**config.mk**
```make
export PLATFORM = sky130hd
export DESIGN_NAME = i2s_rx_ctrl
export DESIGN_NICKNAME = d
export VERILOG_FILES = /design/src/rtl/i2s_ctrl_pkg.sv /design/src/rtl/i2s_sample_fifo.sv /design/src/rtl/i2s_rx_ctrl.sv
export SDC_FILE = /design/constraint.sdc
export NUM_CORES = 1
export LEC_CHECK = 0
export CELL_PAD_IN_SITES_DETAIL_PLACEMENT = 1
export CELL_PAD_IN_SITES_GLOBAL_PLACEMENT = 2
export CORE_MARGIN = 3
export CORE_UTILIZATION = 44
export DETAILED_ROUTE_END_ITERATION = 8
export PLACE_DENSITY_LB_ADDON = 0.2
export SYNTH_ARGS = -nofsm -noshare
export SYNTH_HDL_FRONTEND = slang
export SYNTH_HIERARCHICAL = 1
export SYNTH_SLANG_ARGS = --single-unit
```
**constraint.sdc**
```tcl
create_clock -name clk -period 12.45 [get_ports clk]
set_clock_uncertainty 0.05 [all_clocks]
set_input_delay 1.8675 -clock clk [delete_from_list [all_inputs] [get_ports clk]]
set_output_delay 1.8675 -clock clk [all_outputs]
set_load 0.01 [all_outputs]
```
**src/rtl/i2s_ctrl_pkg.sv**
```systemverilog
// Shared types for the I2S capture controller: FSM states and channel-select encodings.
package i2s_ctrl_pkg;

    typedef enum logic [1:0] {
        IDLE = 2'd0,
        SYNC = 2'd1,
        RUN  = 2'd2
    } state_t;

    localparam logic [1:0] CH_LEFT  = 2'b00;
    localparam logic [1:0] CH_RIGHT = 2'b01;
    localparam logic [1:0] CH_BOTH  = 2'b10;

    // 2'b11 is folded into "both" so every encoding captures something
    function automatic logic chan_match(input logic [1:0] sel, input logic ws);
        return ((sel == CH_LEFT) && !ws) || ((sel == CH_RIGHT) && ws) ||
               (sel == CH_BOTH) || (sel == 2'b11);
    endfunction

endpackage

```
**src/rtl/i2s_sample_fifo.sv**
```systemverilog
// Synchronous sample FIFO; a write on full is accepted only when a read frees a slot the same cycle.
module i2s_sample_fifo #(
    parameter int W     = 17,
    parameter int DEPTH = 8,
    localparam int AW   = $clog2(DEPTH)
) (
    input  logic          clk,
    input  logic          rst,
    input  logic          clr,
    input  logic          wr_en,
    input  logic [W-1:0]  wr_data,
    input  logic          rd_en,
    output logic [W-1:0]  rd_data,
    output logic          full,
    output logic          empty,
    output logic [AW:0]   level
);

    logic [W-1:0]  mem [DEPTH];
    logic [AW-1:0] wr_ptr;
    logic [AW-1:0] rd_ptr;
    logic          wr_ok;
    logic          rd_ok;

    assign full    = (level == (AW+1)'(DEPTH));
    assign empty   = (level == '0);
    assign rd_ok   = rd_en & ~empty;
    assign wr_ok   = wr_en & (~full | rd_ok);
    assign rd_data = mem[rd_ptr];

    always_ff @(posedge clk or posedge rst) begin
        if (rst) begin
            wr_ptr <= '0;
            rd_ptr <= '0;
            level  <= '0;
            for (int i = 0; i < DEPTH; i++) mem[i] <= '0;
        end else if (clr) begin
            wr_ptr <= '0;
            rd_ptr <= '0;
            level  <= '0;
        end else begin
            if (wr_ok) begin
                mem[wr_ptr] <= wr_data;
                wr_ptr      <= wr_ptr + 1'b1;
            end
            if (rd_ok) rd_ptr <= rd_ptr + 1'b1;
            case ({wr_ok, rd_ok})
                2'b10:   level <= level + 1'b1;
                2'b01:   level <= level - 1'b1;
                default: level <= level;
            endcase
        end
    end

endmodule

```
**src/rtl/i2s_rx_ctrl.sv**
```systemverilog
// I2S microphone capture controller: gates the receiver, drops the first partial frame,
// filters channels and queues truncated samples for the feature-extraction stage.
//
// state | meaning
// IDLE  | receiver off, FIFO still drainable, waiting for start
// SYNC  | receiver on, discarding the first (partial) word
// RUN   | receiver on, capturing matching words into the FIFO
module i2s_rx_ctrl
    import i2s_ctrl_pkg::*;
#(
    parameter int SAMPLE_W   = 16,
    parameter int FIFO_DEPTH = 8,
    localparam int LW        = $clog2(FIFO_DEPTH) + 1
) (
    input  logic                clk,
    input  logic                rst,
    input  logic                start,
    input  logic                stop,
    input  logic                mode_cont,
    input  logic [1:0]          chan_sel,
    input  logic [15:0]         num_samples,
    output logic                rx_en,
    input  logic                rx_done,
    input  logic [31:0]         rx_data,
    input  logic                rx_ws,
    output logic [SAMPLE_W-1:0] smp_data,
    output logic                smp_chan,
    output logic                smp_valid,
    input  logic                smp_ready,
    output logic [LW-1:0]       level,
    output logic                busy,
    output logic                overrun,
    output logic                done_irq
);

    state_t      state;
    logic        mode_q;
    logic [1:0]  chan_q;
    logic [15:0] remain;
    logic        start_acc;
    logic        accept;
    logic        rd_en;
    logic        fifo_full;
    logic        fifo_empty;
    logic [SAMPLE_W:0] fifo_rd;
    logic        unused_rx;

    assign unused_rx = ^rx_data;
    assign start_acc = start & ~stop & (state == IDLE);
    assign accept    = (state == RUN) & rx_done & ~stop & chan_match(chan_q, rx_ws);
    assign smp_valid = ~fifo_empty;
    assign rd_en     = smp_valid & smp_ready;
    assign smp_chan  = fifo_rd[SAMPLE_W];
    assign smp_data  = fifo_rd[SAMPLE_W-1:0];

    i2s_sample_fifo #(.W(SAMPLE_W + 1), .DEPTH(FIFO_DEPTH)) u_fifo (
        .clk     (clk),
        .rst     (rst),
        .clr     (start_acc),
        .wr_en   (accept),
        .wr_data ({rx_ws, rx_data[31 -: SAMPLE_W]}),
        .rd_en   (rd_en),
        .rd_data (fifo_rd),
        .full    (fifo_full),
        .empty   (fifo_empty),
        .level   (level)
    );

    // Sample counter runs down from the latched count; terminal count ends a one-shot
    always_ff @(posedge clk or posedge rst) begin
        if (rst) begin
            state    <= IDLE;
            rx_en    <= 1'b0;
            busy     <= 1'b0;
            overrun  <= 1'b0;
            done_irq <= 1'b0;
            mode_q   <= 1'b0;
            chan_q   <= CH_LEFT;
            remain   <= '0;
        end else begin
            done_irq <= 1'b0;
            case (state)
                IDLE: begin
                    if (start_acc) begin
                        overrun <= 1'b0;
                        mode_q  <= mode_cont;
                        chan_q  <= chan_sel;
                        remain  <= num_samples;
                        if (!mode_cont && num_samples == 16'd0) begin
                            done_irq <= 1'b1;
                        end else begin
                            state <= SYNC;
                            rx_en <= 1'b1;
                            busy  <= 1'b1;
                        end
                    end
                end
                SYNC: begin
                    if (stop) begin
                        state <= IDLE;
                        rx_en <= 1'b0;
                        busy  <= 1'b0;
                    end else if (rx_done) begin
                        state <= RUN;
                    end
                end
                RUN: begin
                    if (stop) begin
                        state <= IDLE;
                        rx_en <= 1'b0;
                        busy  <= 1'b0;
                    end else if (accept) begin
                        if (fifo_full && !rd_en) overrun <= 1'b1;
                        if (!mode_q) begin
                            remain <= remain - 16'd1;
                            if (remain == 16'd1) begin
                                state    <= IDLE;
                                rx_en    <= 1'b0;
                                busy     <= 1'b0;
                                done_irq <= 1'b1;
                            end
                        end
                    end
                end
                default: begin
                    state <= IDLE;
                    rx_en <= 1'b0;
                    busy  <= 1'b0;
                end
            endcase
        end
    end

endmodule

```
==> results of run 1 <==
[layer usage]
layer | share of wire | global-route usage | wire [um] | vias up
met5 | 0 | 0 | 0 | -
met4 | 0.0078 | 0.04233 | 165 | 0
met3 | 0.029 | 0.04469 | 601 | 12
met2 | 0.52 | 0.3519 | 10950 | 67
met1 | 0.44 | 0.2712 | 9358 | 2892
li1 | - | - | - | 2414
[area by class of cell]
type	count	area, um2	share of cell area
Clock inverter	14	182.7	0.01815
Sequential cell	170	4255	0.4229
Clock buffer	17	425.4	0.04227
Tap cell	260	325.3	0.03233
Inverter	12	50.05	0.004973
Multi-Input combinational cell	392	4116	0.4091
Timing Repair Buffer	72	708.2	0.07037
[Yosys cell counts (all sizes together) (3+ instances only)]
cell	instances	share of area
inv	12	0.0052
mux2i	5	0.0057
a2bb2oi	4	0.0040
a21oi	14	0.0080
nor3	7	0.0046
nand2b	3	0.0022
o22ai	6	0.0043
o22a	5	0.0050
nand3	6	0.0049
a211oi	5	0.0049
o21ai	6	0.0034
xnor2	4	0.0040
mux2	154	0.22
dfrtp	170	0.49
o211ai	3	0.0026
nand2	20	0.0086
nor4	7	0.0057
or3	5	0.0042
nand4b	3	0.0082
nand3b	3	0.0045
a41oi	4	0.0040
ha	6	0.0086
clkbuf	9	0.0039
mux4	34	0.088
a22oi	6	0.0052
xor2	3	0.0030
buf	26	0.030
nor2b	5	0.0036
a31oi	5	0.0036
nand4	9	0.0099
nor2	35	0.015
[registers in the layout, indices dropped and copies added (netlist names)]
name and flops:
u_fifo/mem 136, remain 16, u_fifo/level 4, u_fifo/rd_ptr 3, u_fifo/wr_ptr 3, chan_q 2, state 2, busy 1
done_irq 1, mode_q 1, overrun 1
[worst paths after layout]
path | cells after the start | endpoint | start
setup reg to reg | 6 | u_fifo/mem[67] | state[1]
max in group asynchronous | 3 | u_fifo/rd_ptr[0] | rst
hold reg to reg | 1 | u_fifo/mem[91] | u_fifo/mem[91]
setup / recovery | 8 | u_fifo/mem[67] | stop
hold / removal | 1 | u_fifo/mem[91] | u_fifo/mem[91]
min in group asynchronous | 2 | u_fifo/level[0] | rst
[power by group through the flow]
stage | logic [mW] | registers [mW] | clock network (mW)
after floorplan | 0.273 | 0.642 | 0
after global placement | 0.372 | 0.668 | 0
after detailed placement | 0.383 | 0.671 | 0
after CTS | 0.385 | 0.662 | 0.573
after global routing | 0.410 | 0.670 | 0.601
final | 0.377 | 0.661 | 0.558
[stage by stage]
stage / total power, mW / hold slack (ns) / setup WS, ns / util
floorplan: 0.9152 / 0.4155 / 6.610 / -
global placement: 1.040 / 0.4312 / 7.195 / 0.4955
detailed placement: 1.054 / 0.4382 / 7.124 / 0.4955
CTS: 1.619 / 0.4533 / 7.454 / 0.5274
global route: 1.681 / 0.4718 / 7.311 / 0.5274
finish: 1.597 / 0.4536 / 7.464 / 0.5274
[worst max-delay path: cells and delay by family]
| kind | cells | cell delay [ns] |
|---|---|---|
| AND/OR/NAND/NOR | 4 | 1.76 |
| multiplexers | 1 | 0.30 |
| buffers and inverters | 3 | 1.31 |
[logic make-up after synthesis]
logic type | count (synthesis) | share of synthesized area
XOR/XNOR | 7 | 0.007041
AND/OR/NAND/NOR | 113 | 0.08392
buffers and inverters | 47 | 0.03865
flip-flops | 170 | 0.4886
adder cells (fa/ha/maj) | 7 | 0.01092
AO/OA/AOI/OAI | 72 | 0.06078
multiplexers | 193 | 0.3101
==> results.sh, run 1 <==
export IMPL_globalplace_congestion=0.7682
export IMPL_crit_type="input port to flop"
export IMPL_netlist_cell_type_count=68
export IMPL_p_leak_nw=4.759
export IMPL_cts_sinks=170
export IMPL_numPortBuffers=67
export IMPL_critPathMaxStageDelay_ns=0.66
export IMPL_ys_async_sr_fraction=1.000
export IMPL_wl_um=21070
export IMPL_combPwrFrac=0.236
export IMPL_rows=50
export IMPL_slowest_stage="nor2b_1"
export IMPL_area_growth_pct=15.58
export IMPL_pwr_share_seq=0.414
export IMPL_synth_edf_count=0
export IMPL_layout_min_cycle_time_ns=4.986
export IMPL_hold_class="flop to flop"
export IMPL_synth_ff_type="dfrtp_1"
export IMPL_via_per_inst=5.747
export IMPL_grt_max_degree=75
export IMPL_rsz0062_at_grt="false"
export IMPL_finalHoldViolations=0
export IMPL_dieHeight_um=146.7
export IMPL_antenna_found_initial=0
export IMPL_cp_end_kind="flop"
export IMPL_tightest_slew_ns=1.111
export IMPL_syn_inst=609
export IMPL_syn_avg_cell_area_um2=14.30
export IMPL_grt_ovfl_total=0
export IMPL_switchingPower_mw=0.4823
export IMPL_yosysSeqAreaShare=0.4886
export IMPL_drt_iter0_drc=202
export IMPL_path_cells="clkdlybuf4s50_1 -> nor2_1 -> nand3b_2 -> inv_2 -> nor2b_1 -> nand4bb_1 -> buf_4 -> mux2_2"
export IMPL_synth_nets=674
export IMPL_fillers=1861
export IMPL_final_area_mm2=0.01006
export IMPL_fin_cells=937
export IMPL_grt_pass1_vias=6085
export IMPL_dpl_instance_area_mm2=0.009455
export IMPL_ctsResizeCount=0
export IMPL_ant_nets=0
export IMPL_placed_cells=906
export IMPL_p_sw_frac=0.3021
export IMPL_powerDensity_mw_per_mm2=158.7
export IMPL_cts_reportedPaths_clkPinSlew_ns=0.06
export IMPL_cp_max_fo=24
export IMPL_grt_pass1_wl_um=34670
export IMPL_track_usage=0.2057
export IMPL_ys_ff_latch=170
export IMPL_worstPathArrival_ns=5.25
export IMPL_core_area_mm2=0.01908
export IMPL_clk_insertion_delay_late_ns=0.44
export IMPL_hpwl_um=12840
export IMPL_drv_slew=0
export IMPL_cap_viol_max_count=0
export IMPL_mostFrequentLayoutCell="dfrtp_1"
export IMPL_syn_area_mm2=0.008707
export IMPL_cts_buffers=17
export IMPL_ctsHoldBuffers=0
export IMPL_vias=5385
export IMPL_die_area_mm2=0.02151
export IMPL_drive_gt1_frac=0.3619
export IMPL_fin_nets=730
export IMPL_dr_pass1_iters=5
export IMPL_setup_violations_final=0
export IMPL_fin_crit_sh=0.4005
export IMPL_ir_worst_vdd_mv=0.09173
export IMPL_initial_core_util=0.4563
export IMPL_status="finished clean"
export IMPL_wire_per_inst_um=22.49
export IMPL_antenna_cells=0
export IMPL_internal_power_mw=1.115
export IMPL_clock_root_buffer="clkbuf_16"
export IMPL_h_tree_depth=4
export IMPL_cp_start_kind="input port"
export IMPL_drc=0
export IMPL_relSlewSlack=0.2591
export IMPL_max_freq_ghz=0.2006
export IMPL_cts_setup_buffers=0
export IMPL_crit_required_ns=12.71
export IMPL_fin_tns_setup_ns=0
export IMPL_ios=84
export IMPL_p_clk_frac=0.350
export IMPL_r2r_slack_ns=8.99
export IMPL_cts_tree="built"
export IMPL_final_cell_mix="169 x dfrtp_1, 114 x mux2_2, 67 x clkdlybuf4s50_1, 40 x mux2_4, 35 x nor2_1"
export IMPL_die_w_um=146.7
export IMPL_ys_warn_count=6
export IMPL_cts_buffer_depth=2
Note: power is estimated with default switching activity, not from simulation.
==> run 2: changes to the inputs <==
Settings changed: CORE_UTILIZATION 44 to 41.
Clock period 12.45 ns to 5 ns, I/O delays scaled along.
==> results.sh, run 2 (synthesis results as in run 1) <==
export IMPL_status="finished clean"
export IMPL_cp_depth=4
export IMPL_r2r_start="u_fifo/level[0]"
export IMPL_cts_buffers=17
export IMPL_crit_type="flop to output pin"
export IMPL_path_cells="buf_4 -> mux4_2 -> mux2_2 -> clkdlybuf4s50_1"
export IMPL_crit_buf_inv=2
export IMPL_final_cell_mix="169 x dfrtp_1, 114 x mux2_2, 67 x clkdlybuf4s50_1, 40 x mux2_4, 35 x nor2_1"
export IMPL_area_growth_pct=16.05
export IMPL_grt_ovfl_total=0
export IMPL_globalplace_congestion=0.7925
export IMPL_via_per_inst=5.689
export IMPL_dr_wl_met3_um=645
export IMPL_switchingPower_mw=1.240
export IMPL_dieHeight_um=151.7
export IMPL_reg2reg_to="u_fifo/mem[77]"
export IMPL_grt_max_degree=72
export IMPL_ios=84
export IMPL_ir_worst_vdd_mv=0.1934
export IMPL_max_freq_ghz=0.2666
export IMPL_hpwl_um=13450
export IMPL_drc=0
export IMPL_endpoint="smp_data[9]"
export IMPL_ctsResizeCount=0
export IMPL_largest_reg_flops=136
export IMPL_placed_cells=920
export IMPL_mostFrequentLayoutCell="dfrtp_1"
export IMPL_grt_pass1_vias=6217
export IMPL_drive_gt1_frac=0.3666
export IMPL_vias=5416
export IMPL_cts_buffer_depth=2
export IMPL_worst_r2r_cell_count=7
export IMPL_top_register="u_fifo/mem"
export IMPL_fin_crit_sh=0.7501
export IMPL_cts_reportedPaths_clkPinSlew_ns=0.07
export IMPL_p_clk_frac=0.340
export IMPL_tightest_slew_ns=1.123
export IMPL_track_usage=0.1952
export IMPL_worstPathArrival_ns=2.95
export IMPL_crit_start="u_fifo/rd_ptr[0]"
export IMPL_cts_sinks=170
export IMPL_core_area_mm2=0.02056
export IMPL_fin_cells=952
export IMPL_finalHoldViolations=0
export IMPL_cp_max_fo=15
export IMPL_wl_met1_um=9271
export IMPL_crit_required_ns=4.20
export IMPL_p_sw_frac=0.3146
export IMPL_slowest_stage="dfrtp_2"
export IMPL_layout_min_cycle_time_ns=3.751
export IMPL_r2r_slack_ns=1.93
export IMPL_path_delay_family="buffers and inverters"
export IMPL_grt_pass1_wl_um=34240
export IMPL_cap_viol_max_count=0
export IMPL_wire_per_inst_um=22.11
export IMPL_drv_slew=0
export IMPL_die_area_mm2=0.02302
export IMPL_largestRegisters="u_fifo/mem x136, remain x16, u_fifo/level x4"
export IMPL_dr_pass1_iters=5
export IMPL_hold_class="flop to flop"
export IMPL_fin_tns_setup_ns=0
export IMPL_wl_um=21050
export IMPL_die_w_um=151.7
export IMPL_rsz0062_at_grt="false"
export IMPL_setup_violations_final=0
export IMPL_final_area_mm2=0.01010
export IMPL_antenna_cells=0
export IMPL_cts_setup_buffers=0
export IMPL_dpl_instance_area_mm2=0.009498
export IMPL_initial_core_util=0.4235
export IMPL_h_tree_depth=4
export IMPL_ant_nets=0
export IMPL_whs_ns=0.4541
export IMPL_fin_nets=734
export IMPL_numPortBuffers=67
export IMPL_clk_insertion_delay_late_ns=0.43
export IMPL_clock_root_buffer="clkbuf_16"
export IMPL_cp_start_kind="flop"
export IMPL_pwr_share_seq=0.424
export IMPL_internal_power_mw=2.701
export IMPL_critPathMaxStageDelay_ns=0.74
export IMPL_met2_length_um=10850
export IMPL_rows=52
export IMPL_drt_iter0_drc=223
export IMPL_cp_end_kind="output pin"
export IMPL_combPwrFrac=0.235
export IMPL_p_total_mw=3.940
export IMPL_ctsHoldBuffers=0
export IMPL_cts_tree="built"
export IMPL_powerDensity_mw_per_mm2=389.9
export IMPL_top_layer_used="met4"
export IMPL_p_leak_nw=4.783
export IMPL_relSlewSlack=0.2510
export IMPL_antenna_found_initial=0
==> run 2: layout make-up <==
type	instances	area, um2
Fill cell	2074	10460
Sequential cell	170	4255
Multi-Input combinational cell	392	4116
Timing Repair Buffer	76	738.2
Clock buffer	17	425.4
Tap cell	270	337.8
Clock inverter	15	181.4
Inverter	12	50.05
==> run 2: layer usage <==
| metal | global-route usage | vias up |
|---|---|---|
| met5 | 0 | - |
| met4 | 0.05346 | 0 |
| met3 | 0.04045 | 20 |
| met2 | 0.3389 | 94 |
| met1 | 0.2487 | 2871 |
| li1 | - | 2431 |
==> run 2: power by group through the flow <==
stage | combinational [mW] | sequential (mW) | clock (mW)
floorplan | 0.679 | 1.60 | 0
finish | 0.927 | 1.67 | 1.34
global placement | 0.913 | 1.69 | 0
detailed placement | 0.940 | 1.70 | 0
global route | 1.02 | 1.70 | 1.44
CTS | 0.947 | 1.67 | 1.38
==> run 2: through the flow <==
step,util,worst slack (ns)
2_1_floorplan,-,0.2770
3_3_place_gp,0.4620,1.491
3_5_place_dp,0.4620,1.452
4_1_cts,0.4915,1.163
5_1_grt,0.4915,1.085
6_report,0.4915,1.249
==> run 2: how the worst min path moves through the flow <==
stage,startpoint,end,slack (ns),depth (start not counted)
finish,u_fifo/mem[47],u_fifo/mem[47],0.45,1
global route,u_fifo/mem[68],u_fifo/mem[68],0.47,1
CTS,u_fifo/mem[21],u_fifo/mem[21],0.46,1
detailed placement,u_fifo/mem[21],u_fifo/mem[21],0.44,1
global placement,u_fifo/mem[26],u_fifo/mem[26],0.43,1
floorplan,chan_q[0],chan_q[0],0.42,2
==> run 2: worst reg2reg max path: stages, from the launching register on <==
cell	delay, ns
dfrtp_1	0.51
or3_4	0.22
nor2_1	0.06
nor2b_1	0.53
nand2b_1	0.23
o21a_4	0.31
nand4_4	0.55
mux2_4	0.51
==> run 3: changes to the inputs <==
Clock period 5 ns to 3.62 ns, I/O delays scaled along.
==> results.sh, run 3 (synthesis results as in run 1) <==
export IMPL_timing_final_ws_setup_ns=0.4275
export IMPL_track_usage=0.1898
export IMPL_cp_max_fo=23
export IMPL_path_cells="buf_4 -> mux4_2 -> mux2_2 -> clkdlybuf4s50_1"
export IMPL_placed_cells=923
export IMPL_area_growth_pct=16.18
export IMPL_utilization=0.4920
export IMPL_fillers=2097
export IMPL_cts_tree="built"
export IMPL_largestRegisters="u_fifo/mem x136, remain x16, u_fifo/level x4"
export IMPL_wire_per_inst_um=21.62
export IMPL_cp_start_kind="flop"
export IMPL_drv_slew=0
export IMPL_finalHoldViolations=0
export IMPL_cts_buffer_depth=2
export IMPL_cts_setup_buffers=0
export IMPL_ir_worst_vdd_mv=0.2747
export IMPL_worstPathArrival_ns=2.60
export IMPL_drc=0
export IMPL_slowest_stage="mux4_2"
export IMPL_dr_pass1_iters=4
export IMPL_layout_min_cycle_time_ns=3.192
export IMPL_ant_nets=0
export IMPL_ctsHoldBuffers=0
export IMPL_tightest_slew_ns=1.028
export IMPL_wl_um=20620
export IMPL_globalplace_congestion=0.8001
export IMPL_dieHeight_um=151.7
export IMPL_top_register="u_fifo/mem"
export IMPL_cp_end_kind="output pin"
export IMPL_setup_violations_final=0
export IMPL_initial_core_util=0.4235
export IMPL_h_tree_depth=4
export IMPL_core_area_mm2=0.02056
export IMPL_p_leak_nw=4.771
export IMPL_drt_iter0_drc=235
export IMPL_fin_crit_sh=0.8819
export IMPL_grt_pass1_wl_um=33380
export IMPL_clock_root_buffer="clkbuf_16"
export IMPL_powerDensity_mw_per_mm2=530.9
export IMPL_cts_buffers=17
export IMPL_die_w_um=151.7
export IMPL_grt_ovfl_total=0
export IMPL_cts_reportedPaths_clkPinSlew_ns=0.07
export IMPL_cts_sinks=170
export IMPL_final_cell_mix="169 x dfrtp_1, 114 x mux2_2, 67 x clkdlybuf4s50_1, 40 x mux2_4, 35 x nor2_1"
export IMPL_final_area_mm2=0.01012
export IMPL_vias=5372
export IMPL_grt_pass1_vias=5915
export IMPL_whs_ns=0.4516
export IMPL_dpl_instance_area_mm2=0.009544
export IMPL_critPathMaxStageDelay_ns=0.58
export IMPL_max_freq_ghz=0.3132
export IMPL_mostFrequentLayoutCell="dfrtp_1"
export IMPL_crit_required_ns=3.03
export IMPL_grt_max_degree=81
export IMPL_hpwl_um=13070
export IMPL_fin_nets=737
export IMPL_via_per_inst=5.631
export IMPL_rsz0062_at_grt="false"
export IMPL_fin_cells=954
export IMPL_relSlewSlack=0.3140
export IMPL_dp_slack_ns=0.2567
export IMPL_ctsResizeCount=0
export IMPL_seq_area_mm2=0.004255
export IMPL_fin_tns_setup_ns=0
export IMPL_p_total_mw=5.370
export IMPL_largest_reg_flops=136
export IMPL_drive_gt1_frac=0.3684
export IMPL_crit_type="flop to output pin"
export IMPL_die_area_mm2=0.02302
export IMPL_clk_insertion_delay_late_ns=0.42
export IMPL_hold_class="flop to flop"
export IMPL_rows=52
export IMPL_ios=84
export IMPL_cap_viol_max_count=0
export IMPL_status="finished clean"
export IMPL_multi_input_area_mm2=0.004116
export IMPL_antenna_cells=0
export IMPL_numPortBuffers=67
export IMPL_antenna_found_initial=0
==> run 3: critical path, delay by kind of cell (launching register included) <==
kind     cells  cell delay [ns]
mux          2             0.88
flops        1             0.36
buf+inv      2             0.92
==> run 3: area by class of cell <==
type,instances,area share
multi-input cells,392,0.4069
inverters,12,0.004824
clock buffers,18,0.04341
clock inverters,13,0.01311
flip-flops and latches,170,0.4207
repair buffers,79,0.07767
well taps,270,0.03340
==> run 3: final timing paths <==
path | from | to | slack, ns | depth (start not counted)
min in group asynchronous | rst | u_fifo/mem[14] | 0.62 | 2
hold reg to reg | overrun | overrun | 0.45 | 1
setup / recovery | u_fifo/rd_ptr[0] | smp_data[15] | 0.43 | 4
setup reg to reg | u_fifo/level[0] | u_fifo/mem[103] | 0.73 | 8
max in group asynchronous | rst | u_fifo/mem[47] | 1.99 | 3
hold / removal | overrun | overrun | 0.45 | 1
==> run 3: power by group <==
group	internal (mW)	switching [mW]	leakage, nW	total [mW]
logic	0.702	0.656	2.21	1.36
clock network	0.978	0.797	0.268	1.77
registers	2.06	0.181	2.30	2.24
total	3.74	1.63	4.77	5.37
==> run 3: metal layers <==
layer,wire length [um],vias up,track usage
met2,9973,89,0.3084
met5,0,-,0
met3,758,13,0.03778
li1,-,2415,-
met4,161,0,0.04178
met1,9729,2855,0.2656
